[config.mk]
export PLATFORM = sky130hd
export DESIGN_NAME = magic_pkt_tx
export DESIGN_NICKNAME = d
export VERILOG_FILES = /design/src/rtl/magic_pkt_tx.sv
export SDC_FILE = /design/constraint.sdc
export NUM_CORES = 1
export LEC_CHECK = 0
export ABC_AREA = 1
export CORE_MARGIN = 5
export CORE_UTILIZATION = 45
export DETAILED_ROUTE_END_ITERATION = 7
export GPL_TIMING_DRIVEN = 0
export HOLD_SLACK_MARGIN = 0.08
export PLACE_DENSITY = 0.72
export SYNTH_ARGS = -nofsm -noshare
export SYNTH_HDL_FRONTEND = slang
export SYNTH_SLANG_ARGS = --single-unit
[constraint.sdc]
create_clock -name clk -period 2.65 [get_ports clk]
set_input_delay 0.53 -clock clk [delete_from_list [all_inputs] [get_ports clk]]
set_output_delay 0.53 -clock clk [all_outputs]
set_load 0.01 [all_outputs]
[src/rtl/magic_pkt_tx.sv]
// Wake-on-LAN magic packet transmitter feeding the MAC TX byte stream.
// Optional SecureOn password trailer: define MAGIC_PKT_SECUREON_EN.
module magic_pkt_tx #(
    parameter logic [15:0] ETHERTYPE = 16'h0842,
    parameter int          REPEAT    = 16,
    parameter int          SYNC_LEN  = 6
) (
    input  logic        clk,
    input  logic        rst,
    input  logic        start,
    input  logic [47:0] dest_mac,
    input  logic [47:0] src_mac,
    input  logic [47:0] target_mac,
`ifdef MAGIC_PKT_SECUREON_EN
    input  logic [47:0] secureon_pw,
    input  logic        secureon_en,
`endif
    input  logic        abort,
    input  logic        tx_ready,
    output logic [7:0]  tx_data,
    output logic        tx_valid,
    output logic        tx_sof,
    output logic        tx_eof,
    output logic        tx_err,
    output logic        busy,
    output logic        done
);

    typedef enum logic [2:0] {
        IDLE,
        ADDR,
        TYPE,
        SYNC,
        BODY,
`ifdef MAGIC_PKT_SECUREON_EN
        PASS,
`endif
        LAST,
        DONE
    } state_t;

    localparam logic [4:0] REP_LAST = 5'(REPEAT - 1);
    localparam logic [7:0] SYNC_END = 8'(14 + SYNC_LEN);

    state_t      state;
    logic [7:0]  cnt;
    logic [2:0]  idx;
    logic [4:0]  rep;
    logic [47:0] dst_q;
    logic [47:0] src_q;
    logic [47:0] tgt_q;

    logic [7:0]  nxt;
    logic [2:0]  ni;
    logic [4:0]  nr;

`ifdef MAGIC_PKT_SECUREON_EN
    logic        sec_on;
    logic [47:0] pw_q;
    logic        body_end;
`else
    localparam logic sec_on = 1'b0;
`endif

    function automatic logic [7:0] sel6(input logic [47:0] m,
                                        input logic [2:0]  i);
        case (i)
            3'd0:    return m[47:40];
            3'd1:    return m[39:32];
            3'd2:    return m[31:24];
            3'd3:    return m[23:16];
            3'd4:    return m[15:8];
            default: return m[7:0];
        endcase
    endfunction

    function automatic logic [7:0] hdr(input logic [7:0]  n,
                                       input logic [47:0] d,
                                       input logic [47:0] s);
        if (n < 8'd6)   return sel6(d, n[2:0]);
        if (n < 8'd12)  return sel6(s, 3'(n - 8'd6));
        if (n == 8'd12) return ETHERTYPE[15:8];
        if (n == 8'd13) return ETHERTYPE[7:0];
        return 8'hFF;
    endfunction

    always_comb begin
        nxt = cnt + 8'd1;
        ni  = (idx == 3'd5) ? 3'd0 : idx + 3'd1;
        nr  = (idx == 3'd5) ? rep + 5'd1 : rep;
`ifdef MAGIC_PKT_SECUREON_EN
        body_end = (idx == 3'd5) && (rep == REP_LAST);
`endif
    end

    always_ff @(posedge clk) begin
        if (rst) begin
            state    <= IDLE;
            cnt      <= '0;
            idx      <= '0;
            rep      <= '0;
            dst_q    <= '0;
            src_q    <= '0;
            tgt_q    <= '0;
            tx_data  <= '0;
            tx_valid <= 1'b0;
            tx_sof   <= 1'b0;
            tx_eof   <= 1'b0;
            tx_err   <= 1'b0;
            busy     <= 1'b0;
            done     <= 1'b0;
`ifdef MAGIC_PKT_SECUREON_EN
            sec_on   <= 1'b0;
            pw_q     <= '0;
`endif
        end else begin
            unique case (state)
                IDLE: begin
                    done <= 1'b0;
                    if (start) begin
                        dst_q    <= dest_mac;
                        src_q    <= src_mac;
                        tgt_q    <= target_mac;
`ifdef MAGIC_PKT_SECUREON_EN
                        pw_q     <= secureon_pw;
                        sec_on   <= secureon_en;
`endif
                        cnt      <= '0;
                        idx      <= '0;
                        rep      <= '0;
                        tx_data  <= dest_mac[47:40];
                        tx_valid <= 1'b1;
                        tx_sof   <= 1'b1;
                        tx_eof   <= 1'b0;
                        tx_err   <= 1'b0;
                        busy     <= 1'b1;
                        state    <= ADDR;
                    end
                end
                DONE: begin
                    done  <= 1'b0;
                    busy  <= 1'b0;
                    state <= IDLE;
                end
                default: begin
                    // abort tags the presented byte, or a 00 filler if it just left
                    if (abort && !tx_err) begin
                        tx_eof <= 1'b1;
                        tx_err <= 1'b1;
                        state  <= LAST;
                        if (tx_ready) begin
                            tx_data <= 8'h00;
                            tx_sof  <= 1'b0;
                        end
                    end else if (tx_ready) begin
                        tx_sof <= 1'b0;
                        cnt    <= nxt;
                        case (state)
                            ADDR: begin
                                tx_data <= hdr(nxt, dst_q, src_q);
                                if (nxt == 8'd12) state <= TYPE;
                            end
                            TYPE: begin
                                tx_data <= hdr(nxt, dst_q, src_q);
                                if (nxt == 8'd14) state <= SYNC;
                            end
                            SYNC: begin
                                if (nxt == SYNC_END) begin
                                    idx     <= '0;
                                    rep     <= '0;
                                    tx_data <= tgt_q[47:40];
                                    state   <= BODY;
                                end else begin
                                    tx_data <= 8'hFF;
                                end
                            end
                            BODY: begin
`ifdef MAGIC_PKT_SECUREON_EN
                                if (body_end) begin
                                    idx     <= '0;
                                    tx_data <= pw_q[47:40];
                                    state   <= PASS;
                                end else
`endif
                                begin
                                    idx     <= ni;
                                    rep     <= nr;
                                    tx_data <= sel6(tgt_q, ni);
                                    if (ni == 3'd5 && nr == REP_LAST
                                        && !sec_on) begin
                                        tx_eof <= 1'b1;
                                        state  <= LAST;
                                    end
                                end
                            end
`ifdef MAGIC_PKT_SECUREON_EN
                            PASS: begin
                                idx     <= ni;
                                tx_data <= sel6(pw_q, ni);
                                if (ni == 3'd5) begin
                                    tx_eof <= 1'b1;
                                    state  <= LAST;
                                end
                            end
`endif
                            LAST: begin
                                tx_valid <= 1'b0;
                                tx_data  <= '0;
                                tx_eof   <= 1'b0;
                                tx_err   <= 1'b0;
                                done     <= 1'b1;
                                state    <= DONE;
                            end
                            default: state <= IDLE;
                        endcase
                    end
                end
            endcase
        end
    end

endmodule

# Yosys cells after proc, flatten, opt, wreduce, memory -nomap -nowiden
# Index checks and enable logic that the tools add are counted.
# word_totals
word_cells	205
input_bits	149
register_bits	177
out_inout_bits	14
# classes
n_eq_ne	33
n_reduce_logical	29
muxes	121
magnitude_cmp	2
n_bitwise	2
add_sub_neg	4
# op_table
operator	n
two-way mux 8 bit	20
one-hot mux 8 bit (5 select lines)	4
two-way mux 1 bit	66
two-way mux 3 bit	12
one-hot mux 8 bit (2 select lines)	2
two-way mux 5 bit	5
equality test 3 x 2 -> 1 bit, second input constant	8
equality test 3 bit, second input constant	8
equality test 8 x 4 -> 1 bit, second input constant	3
one-hot mux 5 bit (2 select lines)	2
one-hot mux 3 bit (2 select lines)	3
inequality test 5 bit, second input constant	3
one-hot mux 3 bit (5 select lines)	1
equality test 3 x 1 -> 1 bit, second input constant	4
zero test 3 bit	4
one-hot mux 1 bit (2 select lines)	6
AND reduction 4 bit	3
AND reduction 6 bit	2
AND reduction 5 bit	2
nonzero test 3 bit	3
adder 8 x 1 -> 8 bit, second input constant	1
equality test 8 x 5 -> 1 bit, second input constant	1
< comparator 8 x 3 -> 1 bit, second input constant	1
< comparator 8 x 4 -> 1 bit, second input constant	1
19 further kinds	26

# Logic depth before layout (Yosys ltp)
# logic_depth
depth_word	37
mapped_depth	17
ltp_nobuf	16

# Worst setup path after synthesis
# No wires, ideal clock.
# synth_path
kind	reg2reg
startpoint	register cnt[0]
endpoint	register tx_data[0]
t_arrival_ns	2.313
stages_incl_launch_ff	16
path_slack_ns	0.218
setup_time_ns	0.120
t_required_ns	2.530
cell_sequence	dfxtp_1 ha_1 inv_1 nand2_1 nand2_2 ha_1 clkbuf_1 nand2_1 nand4_1 nor2_1 nor3_1 nand2_1 nand3_1 nand2_1 nand2_1 a21oi_1
# synth_between
elab_chain_len	19
# synth_rtl
item	line	text
from (decl)	46	logic [7:0] cnt;
from (signal assigned)	157	cnt <= nxt;
adder 8 x 1 -> 8 bit *	88	nxt = cnt + 8'd1;
equality test 8 x 4 -> 1 bit	83	if (n == 8'd13) return ETHERTYPE[7:0];
two-way mux 1 bit (2 in series)	83	
two-way mux 1 bit	82	if (n == 8'd12) return ETHERTYPE[15:8];
two-way mux 1 bit	81	if (n < 8'd12) return sel6(s, 3'(n - 8'd6));
two-way mux 1 bit	158	case (state)
two-way mux 1 bit	155	end else if (tx_ready) begin
two-way mux 1 bit	147	if (abort && !tx_err) begin
[... 2 more ...]	n/a	
two-way mux 8 bit	84	return 8'hFF;
two-way mux 8 bit	83	
two-way mux 8 bit	82	
two-way mux 8 bit	81	
one-hot mux 8 bit (5 select lines) *	158	
two-way mux 8 bit *	155	
two-way mux 8 bit *	147	
one-hot mux 8 bit (2 select lines) *	117	unique case (state)
to (signal assigned)	160	tx_data <= hdr(nxt, dst_q, src_q);
to (signal assigned)	164	tx_data <= hdr(nxt, dst_q, src_q);
to (signal assigned)	171	tx_data <= tgt_q[47:40];
to (decl)	20	output logic [7:0] tx_data,
# Mark *: on every way between the ends. The rest lies on a longest branch, timed or not. The select of a mux whose other input is x is not followed.
# A chain may end at the register's enable or synchronous reset.

# Final worst setup path
# layout_path
startpoint	register cnt[0]
endpoint	register tx_data[7]
# Same word-level chain as after synthesis.

==> run metrics <==
final core utilization=0.605; die area=21400 um^2; largest net degree at the start of global routing=17; number of distinct library cells after synthesis=34; Site Rows=49; sequential area share after synthesis=0.423; IO Pins=163; commonest cells in the netlist=nor2_1 (219), nand2_1 (212), dfxtp_1 (177); Tot Pwr=around 11000 uW; final WL=26000 um; Post-Route Skew=0.00906 ns; NumNets Final=1587; critical path required time=between 2 and 3 ns; most used cell, CP=nand2_1; cells after synthesis=1247; CTS root buf=clkbuf_16; WP data arrival=roughly 2.8 ns; Setup crit start kind=register; Final Max Slew Viols=0; initial antenna violation count=0; WL/cell=around 16 um; Detailed Place HPWL=19900 um; unrepaired setup endpoints after global routing=no; Starting Density=0.462; DR vias/cell=about 5.2; worst min path class=register to register; grt total ovfl=0; status=completed; Pleak=0.00456 uW; power density cells=1020 nW/um^2; initial DRC count=613; ANT nets after route=0; Final Hold Vio Count=0; CP bufs+invs=3; drt first pass iters=5; fmax=406 MHz; clk sinks=177; final setup fails=0; H-tree levels=4; Slew @ Worst Pin=0.742 ns; post-synthesis register bit count=177; top-area cell type share of the netlist area=0.423; routability cong.=0.952; syn_nets=1403; pre-CTS setup slack=-0.477 ns; Diodes inserted=0; main area contributors after synthesis=dfxtp_1 (42%), o21ai_0 (11%), nor2_1 (9.8%), nand2_1 (9.5%), a21oi_1 (8.5%); CTS Buf Count=17; fin worst setup slack=0.189 ns; EDFF count, synth=0; Tcrit/Tclk final=0.929; crit path cell chain=inv_1 > ha_1 > inv_1 > ha_4 > nand2_4 > nand4_1 > buf_4 > nor2_1 > nor3_1 > nand2_1 > nand3_1 > nand2_1 > nand2_1 > a21oi_1; Vias=8650; share of post-route cells with drive strength above 1=0.0630; final critical-path required period=2.46 ns; IO Port Bufs=161; family with the most delay on the worst path=simple AND/OR/NAND/NOR gates; prevailing post-synth register cell=dfxtp_1; Synth area leader=dfxtp_1; crit path max-delay cell type=dfxtp_4; Post-synth ARST share=0; Netlist Area Pre-Place=8380 um^2; crit-path max cell delay=0.39 ns; Slew headroom=0.505; crit path kind=register to register; Synth warnings=0; Die Width=146 um; first-pass GRT wire length=about 41000 um; vias in the first global route=8110; syn avg cell area=6.72 um^2; CP Capture Type=register; total track usage=0.237; Area Overhead vs Synth=31.1%; clk buf depth=2; CP max FO=8; DRC viols=0; core area=between 15000 and 20000 um^2; CTS tree=yes; Clk Latency, worst-skew pair=around 0.43 ns; most frequent cell after synthesis=nor2_1; peak supply drop=0.000491 V; max cap viols=0; Die Ht=146 um; clk slew on worst S/H paths=0.07 ns
==> where the power goes <==
part / internal (uW) / switching [uW]
sequential: 3460 / 403
clock: 1500 / 1080
combinational: 1670 / 3120
==> what timing repair did <==
action / 4_1_cts / 5_1_grt
hold buffers: 0 / 0
resized for setup: 7 / 11
setup endpoints to repair: 34 / 11
setup buffers: 2 / 3
pin swaps: 1 / 2
==> through the flow <==
| stage | TNS (ns) | hold WS [ns] | instance area (um^2) | std cells |
|---|---|---|---|---|
| after floorplan | 0 | 0.425 | 8380 | 1247 |
| after global routing | 0 | 0.470 | 11000 | 1673 |
| final | 0 | 0.447 | 11000 | 1673 |
| after detailed placement | -31.80 | 0.439 | 10300 | 1637 |
| after global placement | -31.19 | 0.435 | 10300 | 1637 |
| after CTS | 0 | 0.448 | 10900 | 1670 |
==> placed cells by master (no fill, tap or decap), drive strengths merged <==
cell	synthesis	final
a21oi	145	145
a31oi	2	2
buf	20	25
bufinv	0	2
clkbuf	41	61
clkdlybuf4s50	0	161
clkinv	1	6
clkinvlp	0	2
dfxtp	177	177
ha	7	7
inv	134	136
nand2	219	219
nand3	45	45
nand3b	1	1
nand4	8	8
nor2	228	228
nor3	13	13
o211ai	2	2
o21a	1	1
o21ai	181	181
o21bai	2	2
o221ai	4	4
o22ai	11	11
o31ai	1	1
xor2	4	4
==> final cells by class <==
| class | instances | area (um^2) |
|---|---|---|
| Tap cell | 229 | 287 |
| Timing Repair Buffer | 166 | 1650 |
| Clock buffer | 21 | 480 |
| Inverter | 135 | 507 |
| Fill cell | 1698 | 7160 |
| Clock inverter | 11 | 128 |
| Sequential cell | 177 | 3550 |
| Buffer | 60 | 265 |
| Multi-Input combinational cell | 874 | 4120 |
==> routing by layer <==
metal  GRT usage  part of all wire  vias to the layer above
met2       0.389              0.46                      301
met4      0.0861             0.029                        0
met3      0.0508             0.062                       48
met5           0                 0                        -
met1       0.308              0.45                     3893
li1            -                 -                     4408
==> path summary, 6_finish.rpt <==
| kind | startpoint | end | slack (ns) | depth (start not counted) |
|---|---|---|---|---|
| hold / removal | dst_q[20] | dst_q[20] | 0.45 | 2 |
| setup / recovery | cnt[0] | tx_data[7] | 0.19 | 14 |
| hold reg to reg | dst_q[20] | dst_q[20] | 0.45 | 2 |
| setup reg to reg | cnt[0] | tx_data[7] | 0.19 | 14 |
==> worst reg2reg max path, stage by stage (launching register included) <==
cell and delay (ns):
dfxtp_4 0.39, inv_1 0.10, ha_1 0.31, inv_1 0.08, ha_4 0.34, nand2_4 0.11, nand4_1 0.26, buf_4 0.16
nor2_1 0.03, nor3_1 0.24, nand2_1 0.09, nand3_1 0.09, nand2_1 0.06, nand2_1 0.05, a21oi_1 0.05
==> registers in the layout, summed over array words and instances, names as in the netlist <==
name and cells:
src_q 48, dst_q 48, state 3, tx_sof 1, tx_eof 1, cnt 8, tx_data 8, busy 1
tx_err 1, tx_valid 1, done 1, rep 5, idx 3, tgt_q 48
==> logic make-up (layout without fill, tap and decap cells) <==
| family | count (synthesis) | in the layout | share of synthesized area |
|---|---|---|---|
| xor+xnor | 4 | 4 | 0.00418 |
| buf+inv | 196 | 393 | 0.0926 |
| compound gates | 349 | 349 | 0.218 |
| fa+ha+maj | 7 | 7 | 0.0105 |
| flops | 177 | 177 | 0.423 |
| simple gates | 514 | 514 | 0.252 |
No activity file was read; power rests on OpenSTA's default activity.
